--- config.mk ---
export PLATFORM = sky130hd
export DESIGN_NAME = pf_xcvr_ref_clk_monitor
export DESIGN_NICKNAME = d
export VERILOG_FILES = /design/src/rtl/pf_xcvr_ref_clk_pkg.sv /design/src/rtl/pf_xcvr_ref_clk_monitor_freq_meter.sv /design/src/rtl/pf_xcvr_ref_clk_monitor.sv
export SDC_FILE = /design/constraint.sdc
export NUM_CORES = 1
export LEC_CHECK = 0
export BUFFER_PORTS_ARGS = -buffer_cell sky130_fd_sc_hd__buf_2
export CAP_MARGIN = 20
export CORE_MARGIN = 2
export CORE_UTILIZATION = 25
export CTS_CLUSTER_DIAMETER = 100
export DETAILED_ROUTE_END_ITERATION = 8
export PLACE_DENSITY = 0.39
export SETUP_SLACK_MARGIN = 0.1
export SYNTH_ARGS = -nofsm -noshare
export SYNTH_HDL_FRONTEND = slang
export SYNTH_SLANG_ARGS = --single-unit
--- constraint.sdc ---
create_clock -name i_clk -period 2.4 [get_ports i_clk]
set_input_delay 0.6 -clock i_clk [delete_from_list [all_inputs] [get_ports i_clk]]
set_output_delay 0.6 -clock i_clk [all_outputs]
set_load 0.05 [all_outputs]
--- src/rtl/pf_xcvr_ref_clk_pkg.sv ---
// Shared types and helpers for the transceiver reference-clock monitor.
package pf_xcvr_ref_clk_pkg;

  typedef enum logic [1:0] {
    S_NONE   = 2'd0,
    S_ACTIVE = 2'd1,
    S_FORCED = 2'd2
  } sel_state_t;

  // Width of a channel index: at least one bit even for a single channel.
  function automatic int sel_w_f(input int num_ch);
    return (num_ch > 1) ? $clog2(num_ch) : 1;
  endfunction

  // Index of the lowest set bit; returns 0 when no bit is set.
  function automatic logic [2:0] lowest_set(input logic [7:0] v);
    logic [2:0] idx;
    idx = 3'd0;
    for (int i = 7; i >= 0; i--) begin
      if (v[i]) begin
        idx = 3'(i);
      end else begin
        idx = idx;
      end
    end
    return idx;
  endfunction

endpackage

--- src/rtl/pf_xcvr_ref_clk_monitor_freq_meter.sv ---
// Per-channel edge counter, window judgement and health flag.
module pf_xcvr_ref_clk_monitor_freq_meter #(
  parameter int CNT_W    = 16,
  parameter int EXP_CNT  = 1024,
  parameter int TOL      = 8,
  parameter int GOOD_WIN = 2
) (
  input  logic             i_clk,
  input  logic             i_reset,
  input  logic             i_tgl,
  input  logic             i_en,
  input  logic             i_meas_done,
  output logic [CNT_W-1:0] o_last_cnt,
  output logic             o_ch_ok
);

  localparam int               STK_W   = $clog2(GOOD_WIN + 1);
  localparam logic [CNT_W:0]   EXP_V   = (CNT_W + 1)'(EXP_CNT);
  localparam logic [CNT_W:0]   TOL_V   = (CNT_W + 1)'(TOL);
  localparam logic [STK_W-1:0] GOOD_V  = STK_W'(GOOD_WIN);
  localparam logic [CNT_W-1:0] CNT_MAX = '1;

  logic                    r_tgl;
  logic [CNT_W-1:0]        r_cnt;
  logic [CNT_W-1:0]        r_last;
  logic [STK_W-1:0]        r_streak;
  logic                    r_ok;
  logic                    w_edge;
  logic                    w_sat;
  logic                    w_good;
  logic signed [CNT_W:0]   w_diff;
  logic [CNT_W:0]          w_abs;
  logic [STK_W-1:0]        w_streak_inc;

  // Edge detect and window judgement; a saturated count is never good.
  always_comb begin
    w_edge = i_tgl ^ r_tgl;
    w_sat  = (r_cnt == CNT_MAX);
    w_diff = $signed({1'b0, r_cnt}) - $signed(EXP_V);
    if (w_diff[CNT_W]) begin
      w_abs = $unsigned(-w_diff);
    end else begin
      w_abs = $unsigned(w_diff);
    end
    w_good = !w_sat && (w_abs <= TOL_V);
    if (r_streak == GOOD_V) begin
      w_streak_inc = GOOD_V;
    end else begin
      w_streak_inc = r_streak + 1'b1;
    end
  end

  // Registered copy of the toggle for both-edge detection.
  always_ff @(posedge i_clk) begin
    if (i_reset) begin
      r_tgl <= 1'b0;
    end else begin
      r_tgl <= i_tgl;
    end
  end

  // Edge counter, good-window streak and health; a disabled channel is held at zero.
  always_ff @(posedge i_clk) begin
    if (i_reset || !i_en) begin
      r_cnt    <= '0;
      r_streak <= '0;
      r_ok     <= 1'b0;
    end else if (i_meas_done) begin
      r_cnt <= CNT_W'(w_edge);
      if (w_good) begin
        r_streak <= w_streak_inc;
        r_ok     <= (w_streak_inc == GOOD_V);
      end else begin
        r_streak <= '0;
        r_ok     <= 1'b0;
      end
    end else if (w_edge && !w_sat) begin
      r_cnt <= r_cnt + 1'b1;
    end
  end

  // Capture the closing window's count for readout.
  always_ff @(posedge i_clk) begin
    if (i_reset) begin
      r_last <= '0;
    end else if (i_meas_done) begin
      r_last <= r_cnt;
    end
  end

  assign o_last_cnt = r_last;
  assign o_ch_ok    = r_ok;

endmodule

--- src/rtl/pf_xcvr_ref_clk_monitor.sv ---
// Reference-clock health monitor with non-revertive priority failover select.
module pf_xcvr_ref_clk_monitor
  import pf_xcvr_ref_clk_pkg::*;
#(
  parameter int  NUM_CH   = 2,
  parameter int  WINDOW   = 4096,
  parameter int  CNT_W    = 16,
  parameter int  EXP_CNT  = 1024,
  parameter int  TOL      = 8,
  parameter int  GOOD_WIN = 2,
  localparam int SEL_W    = sel_w_f(NUM_CH)
) (
  input  logic              i_clk,
  input  logic              i_reset,
  input  logic [NUM_CH-1:0] i_refclk_tgl,
  input  logic [NUM_CH-1:0] i_ch_en,
  input  logic              i_force_sel_en,
  input  logic [SEL_W-1:0]  i_force_sel,
  output logic [SEL_W-1:0]  o_sel,
  output logic              o_sel_valid,
  output logic [NUM_CH-1:0] o_ch_ok,
  output logic              o_switch_pulse,
  output logic              o_meas_done,
  input  logic [SEL_W-1:0]  i_cnt_rd_idx,
  output logic [CNT_W-1:0]  o_cnt_rd_data
);

  localparam int               WIN_W    = (WINDOW > 1) ? $clog2(WINDOW) : 1;
  localparam logic [WIN_W-1:0] WIN_LAST = WIN_W'(WINDOW - 1);
  localparam logic [SEL_W:0]   NUM_CH_V = (SEL_W + 1)'(NUM_CH);

  logic [WIN_W-1:0]  r_win;
  logic              r_meas_done;
  logic              r_decide;
  logic [NUM_CH-1:0] w_ch_ok;
  logic [CNT_W-1:0]  w_last [NUM_CH];
  logic [CNT_W-1:0]  w_rd;
  logic [CNT_W-1:0]  r_rd;
  logic [7:0]        w_ok8;
  logic              w_any;
  logic [SEL_W-1:0]  w_low;
  logic              w_sel_ok;
  logic              w_force_in;
  logic              w_force_ok;
  sel_state_t        r_state;
  sel_state_t        w_next_state;
  logic [SEL_W-1:0]  r_sel;
  logic [SEL_W-1:0]  w_next_sel;
  logic              r_sel_valid;
  logic              w_next_valid;
  logic              r_switch;
  logic              w_next_switch;

  // Free-running window counter; MEAS_DONE follows the terminal cycle, decisions one cycle later.
  always_ff @(posedge i_clk) begin
    if (i_reset) begin
      r_win       <= '0;
      r_meas_done <= 1'b0;
      r_decide    <= 1'b0;
    end else begin
      r_win       <= (r_win == WIN_LAST) ? '0 : r_win + 1'b1;
      r_meas_done <= (r_win == WIN_LAST);
      r_decide    <= r_meas_done;
    end
  end

  for (genvar gi = 0; gi < NUM_CH; gi++) begin : g_ch
    pf_xcvr_ref_clk_monitor_freq_meter #(
      .CNT_W    (CNT_W),
      .EXP_CNT  (EXP_CNT),
      .TOL      (TOL),
      .GOOD_WIN (GOOD_WIN)
    ) u_meter (
      .i_clk       (i_clk),
      .i_reset     (i_reset),
      .i_tgl       (i_refclk_tgl[gi]),
      .i_en        (i_ch_en[gi]),
      .i_meas_done (r_meas_done),
      .o_last_cnt  (w_last[gi]),
      .o_ch_ok     (w_ch_ok[gi])
    );
  end

  // Health lookups for the selector and the count readout mux.
  always_comb begin
    w_ok8              = 8'd0;
    w_ok8[NUM_CH-1:0]  = w_ch_ok;
    w_any              = |w_ch_ok;
    w_low              = SEL_W'(lowest_set(w_ok8));
    w_sel_ok           = w_ok8[3'(r_sel)];
    w_force_in         = ({1'b0, i_force_sel} < NUM_CH_V);
    w_force_ok         = w_ok8[3'(i_force_sel)];
    w_rd               = '0;
    for (int i = 0; i < NUM_CH; i++) begin
      w_rd = (i_cnt_rd_idx == SEL_W'(i)) ? w_last[i] : w_rd;
    end
  end

  // Registered count readout, one cycle after the index.
  always_ff @(posedge i_clk) begin
    if (i_reset) begin
      r_rd <= '0;
    end else begin
      r_rd <= w_rd;
    end
  end

  // Selection next-state: force has priority; automatic moves only in decision cycles.
  always_comb begin
    w_next_state = r_state;
    w_next_sel   = r_sel;
    w_next_valid = r_sel_valid;
    w_next_switch = 1'b0;
    if (i_force_sel_en) begin
      w_next_state = S_FORCED;
      if (w_force_in) begin
        w_next_sel   = i_force_sel;
        w_next_valid = w_force_ok;
      end else begin
        w_next_valid = 1'b0;
      end
    end else begin
      case (r_state)
        S_FORCED: begin
          if (w_sel_ok) begin
            w_next_state = S_ACTIVE;
            w_next_valid = 1'b1;
          end else begin
            w_next_state = S_NONE;
            w_next_valid = 1'b0;
          end
        end
        S_NONE: begin
          w_next_valid = 1'b0;
          if (r_decide && w_any) begin
            w_next_state  = S_ACTIVE;
            w_next_sel    = w_low;
            w_next_valid  = 1'b1;
            // Acquiring a channel from no selection is announced even if the index is unchanged.
            w_next_switch = 1'b1;
          end else begin
            w_next_state = S_NONE;
          end
        end
        S_ACTIVE: begin
          if (r_decide && !w_sel_ok) begin
            if (w_any) begin
              w_next_sel   = w_low;
              w_next_valid = 1'b1;
            end else begin
              w_next_state = S_NONE;
              w_next_valid = 1'b0;
            end
          end else begin
            w_next_state = S_ACTIVE;
          end
        end
        default: begin
          w_next_state = S_NONE;
          w_next_valid = 1'b0;
        end
      endcase
    end
    w_next_switch = w_next_switch | (w_next_sel != r_sel);
  end

  // Selection state and registered outputs.
  always_ff @(posedge i_clk) begin
    if (i_reset) begin
      r_state     <= S_NONE;
      r_sel       <= '0;
      r_sel_valid <= 1'b0;
      r_switch    <= 1'b0;
    end else begin
      r_state     <= w_next_state;
      r_sel       <= w_next_sel;
      r_sel_valid <= w_next_valid;
      r_switch    <= w_next_switch;
    end
  end

  assign o_sel          = r_sel;
  assign o_sel_valid    = r_sel_valid;
  assign o_ch_ok        = w_ch_ok;
  assign o_switch_pulse = r_switch;
  assign o_meas_done    = r_meas_done;
  assign o_cnt_rd_data  = r_rd;

endmodule

# Yosys cells after proc, flatten, opt, wreduce, memory -nomap -nowiden
# Cells that the tools add are included.
[word_totals]
reg_bits = 107
out_inout_bits = 22
[classes]
magnitude_cmp = 4
addsub = 9
n_reduce_logical = 21
mux = 38
n_eq_ne = 13
n_bitwise = 3
[ops]
columns = ["op", "n"]
rows = [
  ["$le 17x4->1 const B", 2],
  ["$mux 17", 2],
  ["$neg 17->17", 2],
  ["$sub 16x11->17 const B", 2],
  ["$add 16x1->16 const B", 2],
  ["$eq 16x16->1 const B", 2],
  ["$mux 1", 25],
  ["$mux 16", 1],
  ["$mux 2", 7],
  ["$add 12x1->12 const B", 1],
  ["$eq 12x12->1 const B", 1],
  ["$eq 2x2->1 const B", 5],
  ["$reduce_or 2->1", 5],
  ["$lt 1x4->1 const B", 2],
  ["$logic_and 1x1->1", 6],
  ["$ne 3x3->1 const B", 2],
  ["$pmux 2 s3", 1],
  ["$logic_not 1->1", 5],
  ["$add 2x1->2 const B", 2],
  ["$ne 4x4->1 const B", 1],
  ["$reduce_bool 2->1", 2],
  ["$pmux 1 s3", 1],
  ["$eq 2x1->1 const B", 1],
  ["$logic_not 2->1", 1],
  ["5 further kinds", 7],
]

# Depth between registers and ports, before layout
# Gate-level depths: netlist (run 1).
[depth]
word_depth = 9
depth_mapped = 10
ltp_nobuf = 8

# Cells and area by module
# A second synthesis (run 1) with hierarchy kept.
[unflattened]
hier_cells = 605
hier_area_um2 = 5271.3
[modules_own_cells]
columns = ["module", "n_inst", "area_per_inst_um2", "cells_per_inst"]
rows = [
  ["pf_xcvr_ref_clk_monitor_freq_meter", 2, 1911.8, 228],
  ["pf_xcvr_ref_clk_monitor", 1, 1447.6, 149],
]

# Worst setup path before layout (run 1)
# OpenSTA, ideal clock, no wires.
[synth_timing]
kind = "register to register"
start = "register g_ch[1].u_meter.r_cnt[0]"
end = "register g_ch[1].u_meter.r_ok"
required_time_ps = 2343
setup_ps = 57
period_less_slack_ps = 2141
t_arrival_ps = 2084
stages_incl_launch_ff = 11
n_path_buf = 2
setup_slack_ps = 259
cell_sequence = "dfxtp_1 clkbuf_1 inv_1 ha_1 or3b_1 clkbuf_1 o311ai_0 a32o_1 o211ai_2 nor3_1 a21o_1"
[synth_via]
elab_chain_cells = 6
[synth_lines]
columns = ["element", "line_no", "source"]
rows = [
  ["from (decl)", "pf_xcvr_ref_clk_monitor_freq_meter.sv:24", "logic [CNT_W-1:0] r_cnt;"],
  ["from (signal assigned)", "pf_xcvr_ref_clk_monitor_freq_meter.sv:69", "r_cnt <= CNT_W'(w_edge);"],
  ["from (signal assigned)", "pf_xcvr_ref_clk_monitor_freq_meter.sv:78", "r_cnt <= r_cnt + 1'b1;"],
  ["$sub 16x11->17", "pf_xcvr_ref_clk_monitor_freq_meter.sv:39", "w_diff = $signed({1'b0, r_cnt}) - $signed(EXP_V);"],
  ["$neg 17->17", "pf_xcvr_ref_clk_monitor_freq_meter.sv:41", "w_abs = $unsigned(-w_diff);"],
  ["$mux 17", "pf_xcvr_ref_clk_monitor_freq_meter.sv:40", "if (w_diff[CNT_W]) begin"],
  ["$le 17x4->1", "pf_xcvr_ref_clk_monitor_freq_meter.sv:45", "w_good = !w_sat && (w_abs <= TOL_V);"],
  ["$logic_and 1x1->1 (*)", "pf_xcvr_ref_clk_monitor_freq_meter.sv:45", ""],
  ["$mux 1 (*)", "pf_xcvr_ref_clk_monitor_freq_meter.sv:70", "if (w_good) begin"],
  ["to (signal assigned)", "pf_xcvr_ref_clk_monitor_freq_meter.sv:72", "r_ok <= (w_streak_inc == GOOD_V);"],
  ["to (decl)", "pf_xcvr_ref_clk_monitor_freq_meter.sv:27", "logic r_ok;"],
]
# Mark *: on every way between the ends. The rest lies on a longest branch, timed or not.
# A chain may end at the register's enable or synchronous reset.

# Worst setup path in the final report (run 1)
# Ends and elaborated chain as after synthesis.

==> impl_metrics.yaml, run 1 <==
hold_path:
  hold_path_end: "r_win[0]$_SDFF_PP0_"
  min_from: "r_win[0]$_SDFF_PP0_"
  min_path_type: "register to register"
  hold_depth: 1
finish:
  layout.nets: 668
  post-route-util: 0.297
  final_layout_size_suffix_gt1_frac: 0.160
  area_growth_syn_to_layout_pct: 16.8
  multiInputGateArea_um2: 2980
  antennaDiodeCount: 0
  final_cell_mix: "nor2_1, dfxtp_1, mux2i_1, buf_4"
  regArea_um2: 2110
  fillers: 2211
  final_common_cell: "nor2_1"
  stdcell_area_um2: 6240
drt:
  drc_errors: 0
  drt_iter0_drc: 234
  drt-total-wl_mm: 14.1
  antenna_left: 0
  wire_per_inst_um: 15.3
  drt_first_pass_iters: 5
  post_drt_via_cell_ratio: 4.66
  num_vias: 4310
timing:
  rsz0062_at_grt: "true"
  period_needed_ns: 2.16
  final-hold-violation-count: 0
  fmax_mhz: 462
  drv_slew: 0
  setup_violations: 0
  finClkSkew_ns: 0.00857
  relSlewSlack: 0.547
  tightest_slew_ns: 0.679
  tns_ns: 0
  setup_ws_ns: 0.238
  period_share: 0.901
placed_design:
  placed_area_um2: 5850
  io_buffers: 30
  place_congestion: 0.806
  pre_cts_ws_ns: 0.0329
  place_hpwl_mm: 9.90
floorplan:
  num_rows: 53
  dieArea_um2: 22600
  ios: 31
  die-height_um: 150
  start_util: 0.254
  die_w_um: 150
  core-area_um2: 21000
power:
  p_per_area_nw_per_um2: 601
  p_leak_nw: 2.37
  peakVddDrop_mv: 0.375
global_routing:
  grt_pass1_vias: 4173
  grt_pass1_wl_mm: 22.9
  grtUsageTotal: 0.132
  overflow: 0
  grt_start_max_net_pins: 62
  antenna_found_initial: 0
outcome:
  outcome: "finished, final reports clean"
flow_run:
  drv_cap: 0
critical_path:
  r2r_end: "g_ch[1].u_meter.o_ch_ok$_SDFFE_PP0P_"
  r2r_cells: 8
  path_max_fanout: 8
  crit_required_ns: 2.72
  end_kind: "register"
  rrSetupSlack_ns: 0.24
  r2r-start: "g_ch[1].u_meter.r_cnt[0]$_SDFFE_PP0P_"
  path_class: "register to register"
  worstSetupStartpointType: "register"
  arrival_ns: 2.48
clocking:
  clk_path_buf_depth: 2
  cts_tree: "built"
  h-tree-depth: 3
  cts_made_buffers: 9
  clkSinkCount: 105
  path_clk_slew_ns: 0.08
  cts-root-buf: "clkbuf_16"
  postCtsHoldBufs: 0
  clkLatencyLatePin_ns: 0.36
synthesis:
  synth_top_family_by_area: "simple AND/OR/NAND/NOR gates"
  synth_compound_area_frac: 0.103
  synthCells: 620
  synthesis.nets: 644
  yosys_register_bits: 105
  synthMuxAreaShare: 0.105
  synthArstFlopShare: 0
  synthAdderAreaFrac: 0.0351
  synth_edf_count: 0
  ys_seq_area_frac: 0.393
  syn-cell-area_um2: 5340
  ys.warnings.count: 0
  synth.distinct_cells: 68
  avgSynthCellArea_um2: 8.62
  synth_area_leaders: "dfxtp_1, mux2i_1, nor2_1"
  synth-xor-area-share: 0.0705
  synth_simple_gate_area_share: 0.238
  synth_area_leader_cell: "dfxtp_1"
  ys.flop_type: "dfxtp_1"
  synth_top_area_frac: 0.393
through the flow:
step | total power, mW | hold slack (ns) | cells
after CTS | 3.81 | 0.470 | 923
after floorplan | 1.96 | 0.426 | 620
after global routing | 3.91 | 0.479 | 924
after global placement | 2.02 | 0.446 | 907
after detailed placement | 2.02 | 0.456 | 907
final | 3.75 | 0.473 | 924
critical path, stage by stage, from the launching register on:
cell      delay [ns]
dfxtp_1         0.41
inv_1           0.15
ha_1            0.20
or3b_4          0.44
o311ai_1        0.27
a32o_1          0.19
o211ai_2        0.11
nor3_1          0.21
a21o_1          0.13
layout make-up:
class	count	area share
Clock buffer	11	0.0373
Clock inverter	5	0.0176
Inverter	22	0.0132
Multi-Input combinational cell	445	0.478
Sequential cell	105	0.337
Tap cell	275	0.0551
Timing Repair Buffer	61	0.0613
power breakdown:
group	leakage [nW]	internal [mW]	switching [mW]	total [mW]
logic	1.35	0.0875	0.132	0.219
clock network	0.166	1.03	0.731	1.77
registers	0.849	1.75	0.0143	1.77
total	2.37	2.88	0.877	3.75
what timing repair did:
action | CTS | global route
pin swaps | 0 | 2
cloned | 0 | 0
setup buffers | 0 | 1
gates resized for setup | 1 | 12
endpoints found under the setup margin | 1 | 6
Yosys cell counts, types with 3 or more instances:
library cell	instances
a31oi_1	4
o21a_1	4
dfxtp_1	105
nor4_1	5
a21oi_1	13
o22ai_1	7
buf_2	7
nor3_1	18
a211oi_1	4
xor2_1	23
o311ai_0	3
xnor2_1	20
inv_1	22
nand2b_1	7
or4_1	3
nor2b_1	8
nand3_1	30
or3_1	5
mux2i_1	56
and3_1	7
nand3b_1	4
nand4_1	8
nand2_1	24
nor2_1	115
ha_1	15
clkbuf_1	35
o21ai_0	11
per-layer routing:
metal / vias to the layer above / track usage / routed length (um)
met1: 2043 / 0.179 / 7030
met2: 70 / 0.207 / 6340
met4: 0 / 0.0429 / 251
met3: 15 / 0.0306 / 488
met5: - / 0 / 0
li1: 2182 / - / -
worst max path at each step:
stage / start / endpoint / slack, ns / cells after the start
after CTS: g_ch[1].u_meter.r_cnt[0]$_SDFFE_PP0P_ / g_ch[1].u_meter.o_ch_ok$_SDFFE_PP0P_ / 0.11 / 8
after global routing: g_ch[0].u_meter.r_cnt[10]$_SDFFE_PP0P_ / g_ch[0].u_meter.r_streak[0]$_SDFFE_PP0P_ / 0.08 / 8
after detailed placement: i_refclk_tgl[1] / g_ch[1].u_meter.r_cnt[15]$_SDFFE_PP0P_ / 0.03 / 7
after floorplan: g_ch[1].u_meter.r_cnt[0]$_SDFFE_PP0P_ / g_ch[1].u_meter.o_ch_ok$_SDFFE_PP0P_ / 0.26 / 10
final: g_ch[1].u_meter.r_cnt[0]$_SDFFE_PP0P_ / g_ch[1].u_meter.o_ch_ok$_SDFFE_PP0P_ / 0.24 / 8
after global placement: i_refclk_tgl[1] / g_ch[1].u_meter.r_cnt[15]$_SDFFE_PP0P_ / 0.17 / 7
flip-flops by register name (all words and copies together), names as in the netlist, 2 cells and up:
name / flops
r_state: 2
o_cnt_rd_data: 16
r_win: 12
g_ch.u_meter.r_tgl: 2
g_ch.u_meter.o_ch_ok: 2
g_ch.u_meter.r_streak: 2
g_ch.u_meter.o_last_cnt: 32
g_ch.u_meter.r_cnt: 32
logic make-up (layout without fill, tap and decap cells):
group	Yosys count	in the layout
AND/OR/NAND/NOR	258	258
flip-flops	105	105
multiplexers	56	56
XOR/XNOR	43	43
adder cells (fa/ha/maj)	15	15
buffers and inverters	70	99
AO/OA/AOI/OAI	73	73
No activity file was read; power rests on OpenSTA's default activity.
==> run 2: changes to the inputs <==
CAP_MARGIN = 40   (was 20)
PLACE_DENSITY = 0.41   (was 0.39)
clock period = 2.5 ns   (was 2.4 ns; I/O delays follow)
==> run 2 against run 1 <==
  * Worst hold slack better by 0.0046 ns
  * Maximum frequency down 6.9%
  * Die area unchanged
  * Critical endpoint is now g_ch[0].u_meter.r_streak[0]$_SDFFE_PP0P_
  * Flip-flop and latch count unchanged
  * Clock skew up 0.0017 ns
  * Sequential share of layout area up 0.19 points
  * Combinational power down 5%
  * Non-clock buffer count down 5
  * Critical path type unchanged
  * Routed wire length down 3.7%
==> impl_metrics.yaml, run 2 (synthesized netlist as in run 1, its figures left out) <==
floorplan:
  dieArea_um2: 22600
  die-height_um: 150
  core-area_um2: 21000
  num_rows: 53
  die_w_um: 150
  ios: 31
  start_util: 0.254
clocking:
  h-tree-depth: 3
  cts_made_buffers: 9
  cts-root-buf: "clkbuf_16"
  postCtsHoldBufs: 0
  clk_path_buf_depth: 2
  path_clk_slew_ns: 0.07
  cts_tree: "built"
  clkLatencyLatePin_ns: 0.36
  clkSinkCount: 105
drt:
  post_drt_via_cell_ratio: 4.68
  drc_errors: 0
  drt_iter0_drc: 265
  antenna_left: 0
  num_vias: 4304
  drt_first_pass_iters: 4
  drt-total-wl_mm: 13.6
  wire_per_inst_um: 14.8
placed_design:
  place_hpwl_mm: 9.65
  place_congestion: 0.865
  io_buffers: 30
  placed_area_um2: 5810
timing:
  rsz0062_at_grt: "true"
  whs_ns: 0.478
  final-hold-violation-count: 0
  period_share: 0.929
  period_needed_ns: 2.32
  finClkSkew_ns: 0.0103
  tns_ns: 0
  relSlewSlack: 0.521
  drv_slew: 0
  fmax_mhz: 431
  setup_violations: 0
  tightest_slew_ns: 0.716
power:
  p_per_area_nw_per_um2: 584
  pwr-share-comb: 0.058
  seqPwrFrac: 0.468
  peakVddDrop_mv: 0.380
  p_leak_nw: 2.35
  power.total_mw: 3.63
  p_int_mw: 2.79
  p_switching_uw: 838
  pwr-share-clk: 0.474
  p_sw_frac: 0.231
global_routing:
  grt.met3_usage: 0.0273
  overflow: 0
  grt-busiest-layer: "met2"
  grt_pass1_vias: 4168
  grt_start_max_net_pins: 44
  antenna_found_initial: 0
  grt_pass1_wl_mm: 22.5
  met1_usage: 0.170
  grtUsageTotal: 0.126
  use_met2: 0.203
finish:
  final_common_cell: "nor2_1"
  fillers: 2193
  stdcell_area_um2: 6210
  antennaDiodeCount: 0
  final_cell_mix: "nor2_1, dfxtp_1, mux2i_1, nand3_1, buf_2"
  final_layout_size_suffix_gt1_frac: 0.154
  post-route-util: 0.295
  area_growth_syn_to_layout_pct: 16.2
  layout.nets: 663
critical_path:
  r2r-start: "g_ch[0].u_meter.r_cnt[0]$_SDFFE_PP0P_"
  worstSetupStartpointType: "register"
  arrival_ns: 2.59
  r2r_cells: 8
  cp-startpoint: "g_ch[0].u_meter.r_cnt[0]$_SDFFE_PP0P_"
  r2r_end: "g_ch[0].u_meter.r_streak[0]$_SDFFE_PP0P_"
  cpMaxStageDelayCell: "or4b_2"
  cp-endpoint: "g_ch[0].u_meter.r_streak[0]$_SDFFE_PP0P_"
  path_class: "register to register"
  cp_cell_sequence: "inv_2 -> ha_2 -> or4b_2 -> o311ai_4 -> mux2i_1 -> o41a_1 -> nand3_1 -> o22ai_1"
  critPathMaxStageDelay_ns: 0.63
  end_kind: "register"
  crit_required_ns: 2.77
  rrSetupSlack_ns: 0.18
  path_max_fanout: 6
hold_path:
  min_path_type: "register to register"
outcome:
  outcome: "finished, final reports clean"
flow_run:
  drv_cap: 0
==> run 2: metrics by stage <==
step / worst slack, ns / cells
finish: 0.178 / 919
detailed placement: 0.119 / 901
global placement: 0.216 / 901
floorplan: 0.359 / 620
global route: 0.0489 / 919
CTS: 0.101 / 917
==> run 2: cell type report <==
cell class / count / area, um^2 / share of cell area
clock buffer: 10 / 239 / 0.0385
clock inverter: 6 / 119 / 0.0191
inverter: 22 / 82.6 / 0.0133
multi-input combinational: 445 / 2970 / 0.479
sequential: 105 / 2110 / 0.339
tap: 275 / 344 / 0.0554
timing repair buffer: 56 / 345 / 0.0556
==> run 2: power groups by stage <==
stage	registers, mW	clock network, mW	logic, mW
after floorplan	1.75	0	0.135
after global placement	1.74	0	0.199
after detailed placement	1.74	0	0.202
after CTS	1.70	1.78	0.203
after global routing	1.70	1.85	0.228
final	1.70	1.72	0.209
==> run 2: how the worst min path moves through the flow <==
stage / startpoint / endpoint / slack [ns] / cells past startpoint
finish: r_win[0]$_SDFF_PP0_ / r_win[0]$_SDFF_PP0_ / 0.48 / 1
CTS: r_win[0]$_SDFF_PP0_ / r_win[0]$_SDFF_PP0_ / 0.48 / 1
detailed placement: r_win[0]$_SDFF_PP0_ / r_win[0]$_SDFF_PP0_ / 0.46 / 1
global route: r_win[0]$_SDFF_PP0_ / r_win[0]$_SDFF_PP0_ / 0.50 / 1
global placement: r_win[0]$_SDFF_PP0_ / r_win[0]$_SDFF_PP0_ / 0.45 / 1
floorplan: r_win[0]$_SDFF_PP0_ / r_win[0]$_SDFF_PP0_ / 0.43 / 1
==> run 2: what timing repair did <==
item                                    in CTS  in global routing
buffers inserted                             0                  2
endpoints found under the hold margin        0                  0
resized for setup                            0                 10
endpoints found under the setup margin       0                  4
==> run 2: metal layers <==
metal | vias to the layer above | share of wire | wire, um
met5 | - | 0 | 0
met3 | 13 | 0.036 | 492
li1 | 2174 | - | -
met2 | 64 | 0.45 | 6140
met4 | 0 | 0.011 | 149
met1 | 2053 | 0.50 | 6820
==> run 2: critical path, delay by kind of cell, from the launching register on <==
kind	cells	cell delay (ns)
adder cells (fa/ha/maj)	1	0.22
multiplexers	1	0.25
AO/OA/AOI/OAI	3	0.59
AND/OR/NAND/NOR	2	0.74
flip-flops	1	0.35
buffers and inverters	1	0.09
==> run 3: changes to the inputs <==
PLACE_DENSITY = 0.42   (was 0.41)
SYNTH_HIERARCHICAL = 1   (was unset)
==> run 3 against run 2 <==
  * Synthesized cell count shrank 2.4%
  * Clock-buffer cell count up 2
  * Setup slack better by 0.087 ns
  * Core utilization down 0.094 points
  * Global-route usage shrank 0.37 points
  * Die area fell by 1.3%
  * Sequential share of layout area rose by 0.39 points
  * Critical path type unchanged
  * Largest power group is now registers
==> impl_metrics.yaml, run 3 <==
timing:
  relSlewSlack: 0.635
  fmax_mhz: 447
  tightest_slew_ns: 0.542
  setup_violations: 0
  period_share: 0.894
  tns_ns: 0
  drv_slew: 0
  rsz0062_at_grt: "false"
  finClkSkew_ns: 0.00997
  final-hold-violation-count: 0
  period_needed_ns: 2.24
synthesis:
  yosys_register_bits: 105
  syn-cell-area_um2: 5270
  ys.flop_type: "dfxtp_1"
  avgSynthCellArea_um2: 8.71
  synth_area_leaders: "dfxtp_1, mux2i_1, nor2_1"
  ys.warnings.count: 6
  synth_edf_count: 0
  synthCells: 605
  synth_area_leader_cell: "dfxtp_1"
  synthesis.nets: 629
  synth.distinct_cells: 57
  ys_seq_area_frac: 0.399
  yosys-top-cells-count: "nor2_1, dfxtp_1, mux2i_1"
  synth_most_common_cell: "nor2_1"
  synthArstFlopShare: 0
  synth_top_area_frac: 0.399
clocking:
  cts-root-buf: "clkbuf_16"
  h-tree-depth: 3
  clkLatencyLatePin_ns: 0.36
  cts_tree: "built"
  cts_made_buffers: 9
  clk_path_buf_depth: 2
  clkSinkCount: 105
  path_clk_slew_ns: 0.07
  postCtsHoldBufs: 0
hold_path:
  min_from: "g_ch[1].u_meter/r_streak[0]$_SDFFE_PP0P_"
  hold_depth: 2
  hold_path_end: "g_ch[1].u_meter/r_streak[0]$_SDFFE_PP0P_"
  min_path_type: "register to register"
placed_design:
  io_buffers: 30
  place_hpwl_mm: 9.51
  place_congestion: 0.804
  placed_area_um2: 5760
critical_path:
  arrival_ns: 2.51
  path_max_fanout: 5
  cpMaxStageDelayCell: "or3_1"
  rrSetupSlack_ns: 0.26
  path_class: "register to register"
  r2r-start: "g_ch[1].u_meter/r_cnt[10]$_SDFFE_PP0P_"
  cp_cell_sequence: "inv_1 -> ha_1 -> nand2b_1 -> nor4_2 -> o2111ai_1 -> or3_1 -> a311o_1 -> o31ai_1"
  r2r_cells: 8
  critPathMaxStageDelay_ns: 0.35
  end_kind: "register"
  critical_path_buf_inv_count: 1
  cp_top_family: "compound AO/OA/AOI/OAI gates"
  cp.depth: 8
  worstSetupStartpointType: "register"
  r2r_end: "g_ch[1].u_meter/r_streak[1]$_SDFFE_PP0P_"
  crit_required_ns: 2.77
power:
  p_per_area_nw_per_um2: 537
  peakVddDrop_mv: 0.293
  power.total_mw: 3.30
  p_leak_nw: 2.31
floorplan:
  die_w_um: 149
  die-height_um: 149
  core-area_um2: 20900
  start_util: 0.252
  ios: 31
  num_rows: 53
  dieArea_um2: 22300
global_routing:
  overflow: 0
  grt_pass1_vias: 4201
  grt_pass1_wl_mm: 21.7
  grtUsageTotal: 0.122
  grt_start_max_net_pins: 48
  antenna_found_initial: 0
drt:
  drt-total-wl_mm: 13.1
  drc_errors: 0
  wire_per_inst_um: 14.4
  drt_iter0_drc: 265
  drt_first_pass_iters: 4
  antenna_left: 0
  post_drt_via_cell_ratio: 4.66
  num_vias: 4232
finish:
  post-route-util: 0.294
  final_common_cell: "nor2_1"
  layout.nets: 653
  antennaDiodeCount: 0
  stdcell_area_um2: 6150
  final_layout_size_suffix_gt1_frac: 0.166
  area_growth_syn_to_layout_pct: 16.6
  final_cell_mix: "nor2_1, dfxtp_1, mux2i_1, buf_2, buf_4"
flow_run:
  drv_cap: 0
outcome:
  outcome: "finished, final reports clean"
-- run 3: cell count changes after synthesis, moves of 5 or more --
cell / before / now
clkbuf_1: 35 / 27
inv_1: 22 / 27
o22ai_1: 7 / 2
nor2_1: 115 / 106
a21oi_1: 13 / 19
nand3_1: 30 / 19
-- run 3: cell type report --
| type | count | area [um^2] |
|---|---|---|
| Multi-Input combinational cell | 427 | 2930 |
| Sequential cell | 105 | 2110 |
| Timing Repair Buffer | 59 | 368 |
| Tap cell | 275 | 344 |
| Clock buffer | 12 | 267 |
| Fill cell | 2242 | 14700 |
| Inverter | 27 | 101 |
| Clock inverter | 4 | 33.8 |
-- run 3: cells by family (layout without fill, tap and decap cells) --
family          after synthesis  count (layout)  share of synthesized area
compound gates               77              77                      0.106
xor+xnor                     36              36                     0.0598
fa+ha+maj                    15              15                     0.0356
buf+inv                      73             102                     0.0612
flops                       105             105                      0.399
mux                          59              59                      0.113
simple gates                240             240                      0.226
-- run 3: power breakdown --
part / total (mW) / internal, mW / switching (mW)
combinational: 0.184 / 0.0702 / 0.114
clock: 1.42 / 0.765 / 0.653
sequential: 1.70 / 1.69 / 0.0157
-- run 3: routing by layer --
| metal | share of wire | track usage | wire [um] | vias to the layer above |
|---|---|---|---|---|
| met3 | 0.038 | 0.0291 | 503 | 19 |
| li1 | - | - | - | 2143 |
| met5 | 0 | 0 | 0 | - |
| met2 | 0.45 | 0.198 | 5860 | 77 |
| met1 | 0.50 | 0.161 | 6550 | 1993 |
| met4 | 0.016 | 0.0400 | 211 | 0 |
-- run 3: worst max path at each step --
stage,from,endpoint,slack (ns)
finish,g_ch[1].u_meter/r_cnt[10]$_SDFFE_PP0P_,g_ch[1].u_meter/r_streak[1]$_SDFFE_PP0P_,0.26
floorplan,g_ch[0].u_meter/r_cnt[10]$_SDFFE_PP0P_,g_ch[0].u_meter/r_streak[0]$_SDFFE_PP0P_,0.11
global placement,g_ch[0].u_meter/r_cnt[10]$_SDFFE_PP0P_,g_ch[0].u_meter/r_streak[1]$_SDFFE_PP0P_,0.22
detailed placement,g_ch[0].u_meter/r_cnt[10]$_SDFFE_PP0P_,g_ch[0].u_meter/r_streak[1]$_SDFFE_PP0P_,0.12
CTS,g_ch[0].u_meter/r_cnt[10]$_SDFFE_PP0P_,g_ch[0].u_meter/r_streak[1]$_SDFFE_PP0P_,0.10
global route,g_ch[0].u_meter/r_cnt[3]$_SDFFE_PP0P_,g_ch[0].u_meter/r_streak[0]$_SDFFE_PP0P_,0.10
-- run 3: worst min-delay path, delay by kind of cell (launching register included) --
family	cells	cell delay [ns]
AO/OA/AOI/OAI	1	0.05
flip-flops	1	0.33
AND/OR/NAND/NOR	1	0.05
-- run 3: timing repair --
| action | CTS | global route |
|---|---|---|
| endpoints found under the hold margin | 0 | 0 |
| setup buffers | 0 | 0 |
| gates resized for setup | 0 | 17 |
| endpoints found under the setup margin | 0 | 6 |
-- run 3: stage by stage --
step	instances	hold WS (ns)	worst slack (ns)
2_1_floorplan	605	0.425	0.113
3_3_place_gp	893	0.438	0.222
3_5_place_dp	893	0.443	0.117
4_1_cts	909	0.459	0.102
5_1_grt	909	0.474	0.105
6_report	909	0.455	0.265
